### src/rtl/iterative_alu.sv
// Multi-cycle ALU with Start/Busy/Done handshake and a registered {Z,C,N,O} flag file.
// Define MULTIPLY_EN to build the iterative shift-add multiplier behind FunSel 1111.

module iterative_alu #(
    parameter int unsigned WIDTH = 16
) (
    input  logic             Clock,
    input  logic             Reset,
    input  logic             Start,
    input  logic [WIDTH-1:0] A,
    input  logic [WIDTH-1:0] B,
    input  logic [3:0]       FunSel,
    input  logic             WF,
    output logic [WIDTH-1:0] ALUOut,
    output logic [3:0]       FlagsOut,
    output logic             Busy,
    output logic             Done
);
    localparam int unsigned SHW = $clog2(WIDTH);
    localparam int unsigned CW  = SHW + 1;
    localparam int unsigned W1  = WIDTH + 1;

    localparam logic [3:0] OP_ADD  = 4'b0100;
    localparam logic [3:0] OP_ADC  = 4'b0101;
    localparam logic [3:0] OP_SUB  = 4'b0110;
    localparam logic [3:0] OP_LAST = 4'b1010;
    localparam logic [3:0] OP_LSL  = 4'b1011;
    localparam logic [3:0] OP_LSR  = 4'b1100;
    localparam logic [3:0] OP_ASR  = 4'b1101;
    localparam logic [3:0] OP_ROL  = 4'b1110;
    localparam logic [3:0] OP_MUL  = 4'b1111;

    typedef enum logic {IDLE, EXEC} state_t;

    state_t           state, state_d;
    logic [WIDTH-1:0] alu_d, work, work_d;
    logic [3:0]       flags_d, op, op_d;
    logic             busy_d, done_d, wf, wf_d;
    logic [CW-1:0]    cnt, cnt_d;
`ifdef MULTIPLY_EN
    logic [WIDTH-1:0] hi, hi_d, mcand, mcand_d;
    logic [WIDTH:0]   psum;
`endif
    logic [WIDTH:0]   sum, dif;
    logic [WIDTH-1:0] res, step;
    logic             c_res, o_res, c_step;
    logic [SHW-1:0]   k;

    assign k = B[SHW-1:0];

    // Single-cycle result and flag sources, taken straight from the live operands
    always_comb begin
        sum   = {1'b0, A} + {1'b0, B} + W1'((FunSel == OP_ADC) ? FlagsOut[2] : 1'b0);
        dif   = {1'b0, A} - {1'b0, B};
        res   = A;
        c_res = FlagsOut[2];
        o_res = 1'b0;
        case (FunSel)
            4'b0000: res = A;
            4'b0001: res = B;
            4'b0010: res = ~A;
            4'b0011: res = ~B;
            OP_ADD, OP_ADC: begin
                res   = sum[WIDTH-1:0];
                c_res = sum[WIDTH];
                o_res = (A[WIDTH-1] == B[WIDTH-1]) && (res[WIDTH-1] != A[WIDTH-1]);
            end
            OP_SUB: begin
                res   = dif[WIDTH-1:0];
                c_res = dif[WIDTH];
                o_res = (A[WIDTH-1] != B[WIDTH-1]) && (res[WIDTH-1] != A[WIDTH-1]);
            end
            4'b0111: res = A & B;
            4'b1000: res = A | B;
            4'b1001: res = A ^ B;
            4'b1010: res = ~(A & B);
            default: res = A;
        endcase
    end

    // One iteration of the active shift/rotate or add-shift multiply
    always_comb begin
        step   = work;
        c_step = 1'b0;
`ifdef MULTIPLY_EN
        psum   = {1'b0, hi} + (work[0] ? {1'b0, mcand} : W1'(0));
`endif
        case (op)
            OP_LSL: begin step = {work[WIDTH-2:0], 1'b0};         c_step = work[WIDTH-1]; end
            OP_LSR: begin step = {1'b0, work[WIDTH-1:1]};         c_step = work[0];       end
            OP_ASR: begin step = {work[WIDTH-1], work[WIDTH-1:1]}; c_step = work[0];      end
            OP_ROL: begin step = {work[WIDTH-2:0], work[WIDTH-1]}; c_step = work[WIDTH-1]; end
`ifdef MULTIPLY_EN
            OP_MUL: begin step = {psum[0], work[WIDTH-1:1]};       c_step = |psum[WIDTH:1]; end
`endif
            default: ;
        endcase
    end

    always_comb begin
        state_d = state;
        alu_d   = ALUOut;
        flags_d = FlagsOut;
        busy_d  = Busy;
        done_d  = 1'b0;
        work_d  = work;
        cnt_d   = cnt;
        op_d    = op;
        wf_d    = wf;
`ifdef MULTIPLY_EN
        hi_d    = hi;
        mcand_d = mcand;
`endif
        case (state)
            IDLE: begin
                if (Start) begin
                    op_d = FunSel;
                    wf_d = WF;
                    if (FunSel <= OP_LAST || (FunSel != OP_MUL && k == '0)) begin
                        alu_d  = res;
                        done_d = 1'b1;
                        if (WF) flags_d = {res == '0, c_res, res[WIDTH-1], o_res};
                    end else if (FunSel != OP_MUL) begin
                        work_d  = A;
                        cnt_d   = CW'(k);
                        busy_d  = 1'b1;
                        state_d = EXEC;
                    end else begin
`ifdef MULTIPLY_EN
                        work_d  = B;
                        hi_d    = '0;
                        mcand_d = A;
                        cnt_d   = CW'(WIDTH);
                        busy_d  = 1'b1;
                        state_d = EXEC;
`else
                        alu_d   = '0;
                        done_d  = 1'b1;
`endif
                    end
                end
            end
            EXEC: begin
                work_d = step;
                cnt_d  = cnt - CW'(1);
`ifdef MULTIPLY_EN
                hi_d   = psum[WIDTH:1];
`endif
                // Last iteration: ALUOut held the old result until now
                if (cnt == CW'(1)) begin
                    state_d = IDLE;
                    busy_d  = 1'b0;
                    done_d  = 1'b1;
                    alu_d   = step;
                    if (wf) flags_d = {step == '0, c_step, step[WIDTH-1],
                                       (op == OP_MUL) ? c_step : 1'b0};
                end
            end
            default: state_d = IDLE;
        endcase
    end

    always_ff @(posedge Clock) begin
        if (Reset) begin
            state    <= IDLE;
            ALUOut   <= '0;
            FlagsOut <= '0;
            Busy     <= 1'b0;
            Done     <= 1'b0;
            work     <= '0;
            cnt      <= '0;
            op       <= '0;
            wf       <= 1'b0;
`ifdef MULTIPLY_EN
            hi       <= '0;
            mcand    <= '0;
`endif
        end else begin
            state    <= state_d;
            ALUOut   <= alu_d;
            FlagsOut <= flags_d;
            Busy     <= busy_d;
            Done     <= done_d;
            work     <= work_d;
            cnt      <= cnt_d;
            op       <= op_d;
            wf       <= wf_d;
`ifdef MULTIPLY_EN
            hi       <= hi_d;
            mcand    <= mcand_d;
`endif
        end
    end

endmodule
### config.mk
export PLATFORM = sky130hd
export DESIGN_NAME = iterative_alu
export DESIGN_NICKNAME = d
export VERILOG_FILES = /design/src/rtl/iterative_alu.sv
export SDC_FILE = /design/constraint.sdc
export NUM_CORES = 1
export LEC_CHECK = 0
export ABC_CLOCK_PERIOD_IN_PS = 5900
export CORE_MARGIN = 2
export CORE_UTILIZATION = 50
export CTS_CLUSTER_DIAMETER = 80
export DETAILED_ROUTE_END_ITERATION = 6
export PLACE_DENSITY = 0.72
export SETUP_SLACK_MARGIN = 0.2
export SKIP_LAST_GASP = 1
export SYNTH_ARGS = -nofsm -noshare
export SYNTH_HDL_FRONTEND = slang
export SYNTH_SLANG_ARGS = --single-unit
export TNS_END_PERCENT = 1
### constraint.sdc
create_clock -name Clock -period 5.9 [get_ports Clock]
set_clock_uncertainty 0.1 [all_clocks]
set_input_delay 1.18 -clock Clock [delete_from_list [all_inputs] [get_ports Clock]]
set_output_delay 1.18 -clock Clock [all_outputs]
set_load 0.005 [all_outputs]
# Word-level counts from Yosys, hierarchy flattened
# Cells that the tools add are included.
[op_classes] shifts=0 eq_ne=30 muxes=41 add_sub_neg=4 n_lt_le_gt_ge=1 n_div=0 bitwise=7 n_reduce_logical=16 mul=0
[op_table] op="16-bit one-hot mux with 9 select lines" count=1
[op_table] op="16-bit 2-to-1 mux" count=7
[op_table] op="16-bit one-hot mux with 2 select lines" count=2
[op_table] op="16-bit one-hot mux with 4 select lines" count=1
[op_table] op="16-bit inverter" count=3
[op_table] op="4-bit equality test, second input constant" count=8
[op_table] op="16-bit logical NOT" count=2
[op_table] op="4-bit 2-to-1 mux" count=5
[op_table] op="16-bit by 16-bit adder with 17-bit output" count=1
[op_table] op="17-bit by 1-bit adder with 17-bit output" count=1
[op_table] op="16-bit by 16-bit subtractor with 17-bit output" count=1
[op_table] op="16-bit bitwise AND" count=1
[op_table] op="4-bit by 3-bit equality test with 1-bit output, second input constant" count=4
[op_table] op="16-bit bitwise OR" count=1
[op_table] op="16-bit bitwise XOR" count=1
[op_table] op="5-bit 2-to-1 mux" count=3
[op_table] op="1-bit 2-to-1 mux" count=14
[op_table] op="1-bit one-hot mux with 2 select lines" count=6
[op_table] op="2-bit inequality test, second input constant" count=5
[op_table] op="5-bit one-hot mux with 2 select lines" count=1
[op_table] op="4-bit by 2-bit equality test with 1-bit output, second input constant" count=2
[op_table] op="4-bit one-hot mux with 2 select lines" count=1
[op_table] op="3-bit AND reduction" count=2
[op_table] op="6-bit AND reduction" count=1
[op_table] op="18 further kinds" count=25
[totals] rom_bits=0 reg_bits=49 latch_bits=0 inputBits=40 mem_bits_rw=0 n_memories=0

# Depth between registers and ports, before layout
[depth] depth_word=10 mapped_depth=17 depth_no_buf=14

# Worst setup path after synthesis
# OpenSTA, ideal clock, no wires.
[synth_timing] path_kind="in2reg" startpoint="input FunSel[0]" endpoint="register FlagsOut[3]" arrival_ns=4.797 setup_time_ns=0.084 cell_stages=17 setup_slack_ns=0.918 n_path_buf=5 cell_sequence="buf_6 -> buf_4 -> buf_4 -> buf_2 -> buf_1 -> nand3_1 -> fa_1 -> fa_1 -> nor2b_1 -> o21bai_2 -> a31oi_1 -> a31oi_1 -> mux2i_1 -> o32a_1 -> a21oi_1 -> or4b_1 -> o31ai_2"
[synth_via] elab_chain_len=9 elab_cells_between_ends=25
[synth_rtl] item="start: declaration" line="12" text="input logic [3:0] FunSel,"
[synth_rtl] item="4-bit by 3-bit equality test with 1-bit output" line="53, 58"
[synth_rtl] item="1-bit 2-to-1 mux" line="53" text="sum = {1'b0, A} + {1'b0, B} + W1'((FunSel == OP_ADC) ? FlagsOut[2] : 1'b0);"
[synth_rtl] item="17-bit by 1-bit adder with 17-bit output" line="53"
[synth_rtl] item="16-bit one-hot mux with 9 select lines" line="58" text="case (FunSel)"
[synth_rtl] item="16-bit logical NOT" line="122" text="if (WF) flags_d = {res == '0, c_res, res[WIDTH-1], o_res};"
[synth_rtl] item="4-bit 2-to-1 mux" line="122"
[synth_rtl] item="4-bit 2-to-1 mux" line="119" text="if (FunSel <= OP_LAST || (FunSel != OP_MUL && k == '0)) begin"
[synth_rtl] item="4-bit 2-to-1 mux" line="116" text="if (Start) begin"
[synth_rtl] item="4-bit one-hot mux with 2 select lines" line="114" text="case (state)"
[synth_rtl] item="end signal: assignment" line="181" text="FlagsOut <= flags_d;"
[synth_rtl] item="end: declaration" line="15" text="output logic [3:0] FlagsOut,"
# Parallel ways exist; a longest one is shown, timed or not. The select of a mux whose other input is x is not followed.
# A chain may end at the register's enable or synchronous reset.

# Final worst setup path
[layout_timing] startpoint="input B[0]" endpoint="register FlagsOut[3]"
[layout_via] elab_chain_len=8 elab_cells_between_ends=19
[layout_rtl] item="start: declaration" line="11" text="input logic [WIDTH-1:0] B,"
[layout_rtl] item="16-bit by 16-bit adder with 17-bit output or 16-bit bitwise AND (tied branches)" line="53, 73, 76"
[layout_rtl] item="17-bit by 1-bit adder with 17-bit output or 16-bit inverter (tied branches)" line="53, 76"
[layout_rtl] item="16-bit one-hot mux with 9 select lines" line="58"
[layout_rtl] item="16-bit logical NOT" line="122"
[layout_rtl] item="4-bit 2-to-1 mux" line="122"
[layout_rtl] item="4-bit 2-to-1 mux" line="119"
[layout_rtl] item="4-bit 2-to-1 mux" line="116"
[layout_rtl] item="4-bit one-hot mux with 2 select lines" line="114"
# Parallel ways exist; a longest one is shown, timed or not. The select of a mux whose other input is x is not followed.

==> flow_summary.yaml <==
run_status:
  status: "finished clean"
yosys:
  yosys_warnings: 0
  ys.flop_type: "dfxtp_1"
  syn_inst: 883
  synth_edf_count: 0
  ys_seq_elements: 49
  ys_seq_area_frac: 0.1576
  syn-num-nets: 976
  avgSynthCellArea_sq_um: 7.050
  synth_area_sq_um: 6225
  yosysUniqueCellTypes: 87
  async_reset_ff_frac: 0
place:
  place_congestion: 1.033
  dp_hpwl_mm: 15.40
  dp.cells: 1059
  portBuffers: 61
sta:
  setup_viol: 0
  fin_crit_ns: 4.892
  max_freq_mhz: 204.4
  final-max-slew-violation-count: 0
  slew_headroom: 0.3617
  rsz0062_at_grt: "false"
  period_share: 0.8291
  tightest_slew_ns: 0.9575
  final_hold_viol_count: 0
  setup-tns-final_ns: 0
global_route:
  grt_first_pass_wirelength_mm: 34.22
  antenna_found_initial: 0
  grt_max_degree: 67
  grt_pass1_vias: 6260
  overflow: 0
  grt_use_total: 0.3227
route:
  first_iter_violations: 787
  wl_per_cell_um: 20.06
  antenna_left: 0
  num_vias: 6924
  drt_first_pass_iters: 5
  vias_per_cell: 6.501
  wirelength_mm: 21.37
  drc: 0
die:
  start_util: 0.5161
  rows: 40
  die_y_um: 115.6
  design.die.area_sq_um: 13360
  pin_count: 62
  die_x_um: 115.6
  core_area_sq_um: 12060
critical_path:
  start_kind: "input pin"
  worstSetupEndpointType: "flip-flop"
  reg2regPathDepth: 12
  r2r_end: "FlagsOut[3]"
  crit-reg2reg-launch: "FlagsOut[2]"
  cp_slowest_cell: "clkdlybuf4s50_1"
  crit_chain: "clkdlybuf4s50_1 -> inv_1 -> fa_1 -> fa_1 -> nor2b_1 -> o21bai_2 -> a31oi_1 -> a31oi_1 -> mux2i_1 -> o32a_1 -> a21oi_1 -> or4b_1 -> o31ai_2"
  critPathMaxStageDelay_ns: 0.64
  crit_fanout: 6
  worstSetupPathType: "input pin to flip-flop"
  worstPathArrival_ns: 5.01
  required_ns: 6.02
  reg2reg_slack_ns: 2.11
clocking:
  clkTransAtPathRegs_ns: 0.07
  cts_hold_buf: 0
  ctsResizeCount: 0
  htree_levels: 2
  cts_buffers: 5
  clockRootBuffer: "clkbuf_16"
  cts_tree: "done"
  clockBufferDepth: 2
  cts_setup_buffers: 0
  worstSkewPairLatency_ns: 0.30
  cts.sinks: 49
finish:
  diodes: 0
  nNetsFinal: 991
  post_route_cells_drive_above_1_share: 0.05017
  layout_common_cells: "nand2_1 (103), a21oi_1 (79), nor2_1 (78)"
  utilization: 0.5711
  layout.cells.non_filler: 1065
  final_common_cell: "nand2_1"
  syn_to_final_growth_pct: 10.65
  fill_cells: 1212
worst_hold_path:
  min_to: "ALUOut[1]"
  hold_path_depth: 2
  hold_start: "ALUOut[1]"
  hp-class: "flip-flop to flip-flop"
job:
  drv_cap: 0
pwr:
  ir_worst_vdd_mv: 0.1193
  powerDensity_nw_per_um2: 169.5
  p_leak_uw: 0.002777
## cell usage after synthesis (12+ instances only)
cell type	n	area [sq um]
nand2_1	103	386.6
a21oi_1	79	395.4
nor2_1	78	292.8
inv_1	55	206.5
ha_1	50	625.6
dfxtp_1	49	980.9
o21ai_0	45	225.2
a22oi_1	33	247.7
clkbuf_1	33	123.9
nor3_1	29	145.1
buf_2	18	90.09
nand3_1	17	85.08
mux2i_1	15	150.1
a211oi_1	12	90.09
a31oi_1	12	75.07
## metrics by stage
step	total power, uW	worst slack (ns)	hold WS (ns)	area (sq um)
after CTS	1154	1.012	0.3598	6888
final	1167	1.008	0.3526	6888
after global placement	882.6	0.8063	0.3446	6758
after detailed placement	882.9	0.7380	0.3512	6758
after global routing	1230	0.7294	0.3918	6888
after floorplan	719.4	0.9183	0.3482	6225
## layer usage
layer / up-vias / GRT usage / part of all wire
met2: 369 / 0.5010 / 0.44
met4: 0 / 0.1004 / 0.031
met5: - / 0 / 0
met3: 56 / 0.05230 / 0.089
met1: 3222 / 0.4580 / 0.44
li1: 3277 / - / -
## power breakdown
| group | internal (uW) | switching, uW | leakage (uW) | total (uW) |
|---|---|---|---|---|
| registers | 356 | 24.5 | 0.000401 | 380 |
| logic | 203 | 309 | 0.00231 | 511 |
| clock network | 152 | 124 | 0.0000655 | 276 |
| total | 710 | 457 | 0.00278 | 1170 |
## state kept, by name, summed over array words and instances (netlist names), 4 cells and up
name,flops
ALUOut,16
work,16
FlagsOut,4
op,4
cnt,5
## worst max path at each step
stage | cells after the start | to | from | slack [ns]
detailed placement | 13 | FlagsOut[3] | B[0] | 0.74
CTS | 13 | FlagsOut[3] | B[0] | 1.01
global route | 13 | FlagsOut[3] | B[0] | 0.73
floorplan | 17 | FlagsOut[3] | FunSel[0] | 0.92
finish | 13 | FlagsOut[3] | B[0] | 1.01
global placement | 13 | FlagsOut[3] | B[0] | 0.81
## layout make-up
class | count | area, sq um | area share
multi-input combinational | 713 | 4684 | 0.6801
sequential | 49 | 980.9 | 0.1424
timing repair buffer | 72 | 668.1 | 0.09700
inverter | 57 | 214.0 | 0.03106
tap | 168 | 210.2 | 0.03052
clock buffer | 5 | 125.1 | 0.01817
clock inverter | 1 | 5.005 | 0.0007266
## critical path, delay by kind of cell
kind	cells	cell delay [ns]
AO/OA/AOI/OAI	6	1.33
adder cells (fa/ha/maj)	2	0.87
buffers and inverters	2	0.78
AND/OR/NAND/NOR	2	0.68
multiplexers	1	0.16
## kinds of logic after synthesis
group / count (synthesis) / synth area share
AO/OA/AOI/OAI: 316 / 0.3471
AND/OR/NAND/NOR: 313 / 0.2482
buffers and inverters: 121 / 0.08985
adder cells (fa/ha/maj): 53 / 0.1102
flip-flops: 49 / 0.1576
multiplexers: 16 / 0.02593
XOR/XNOR: 15 / 0.02111
(Power assumes the default switching activity.)
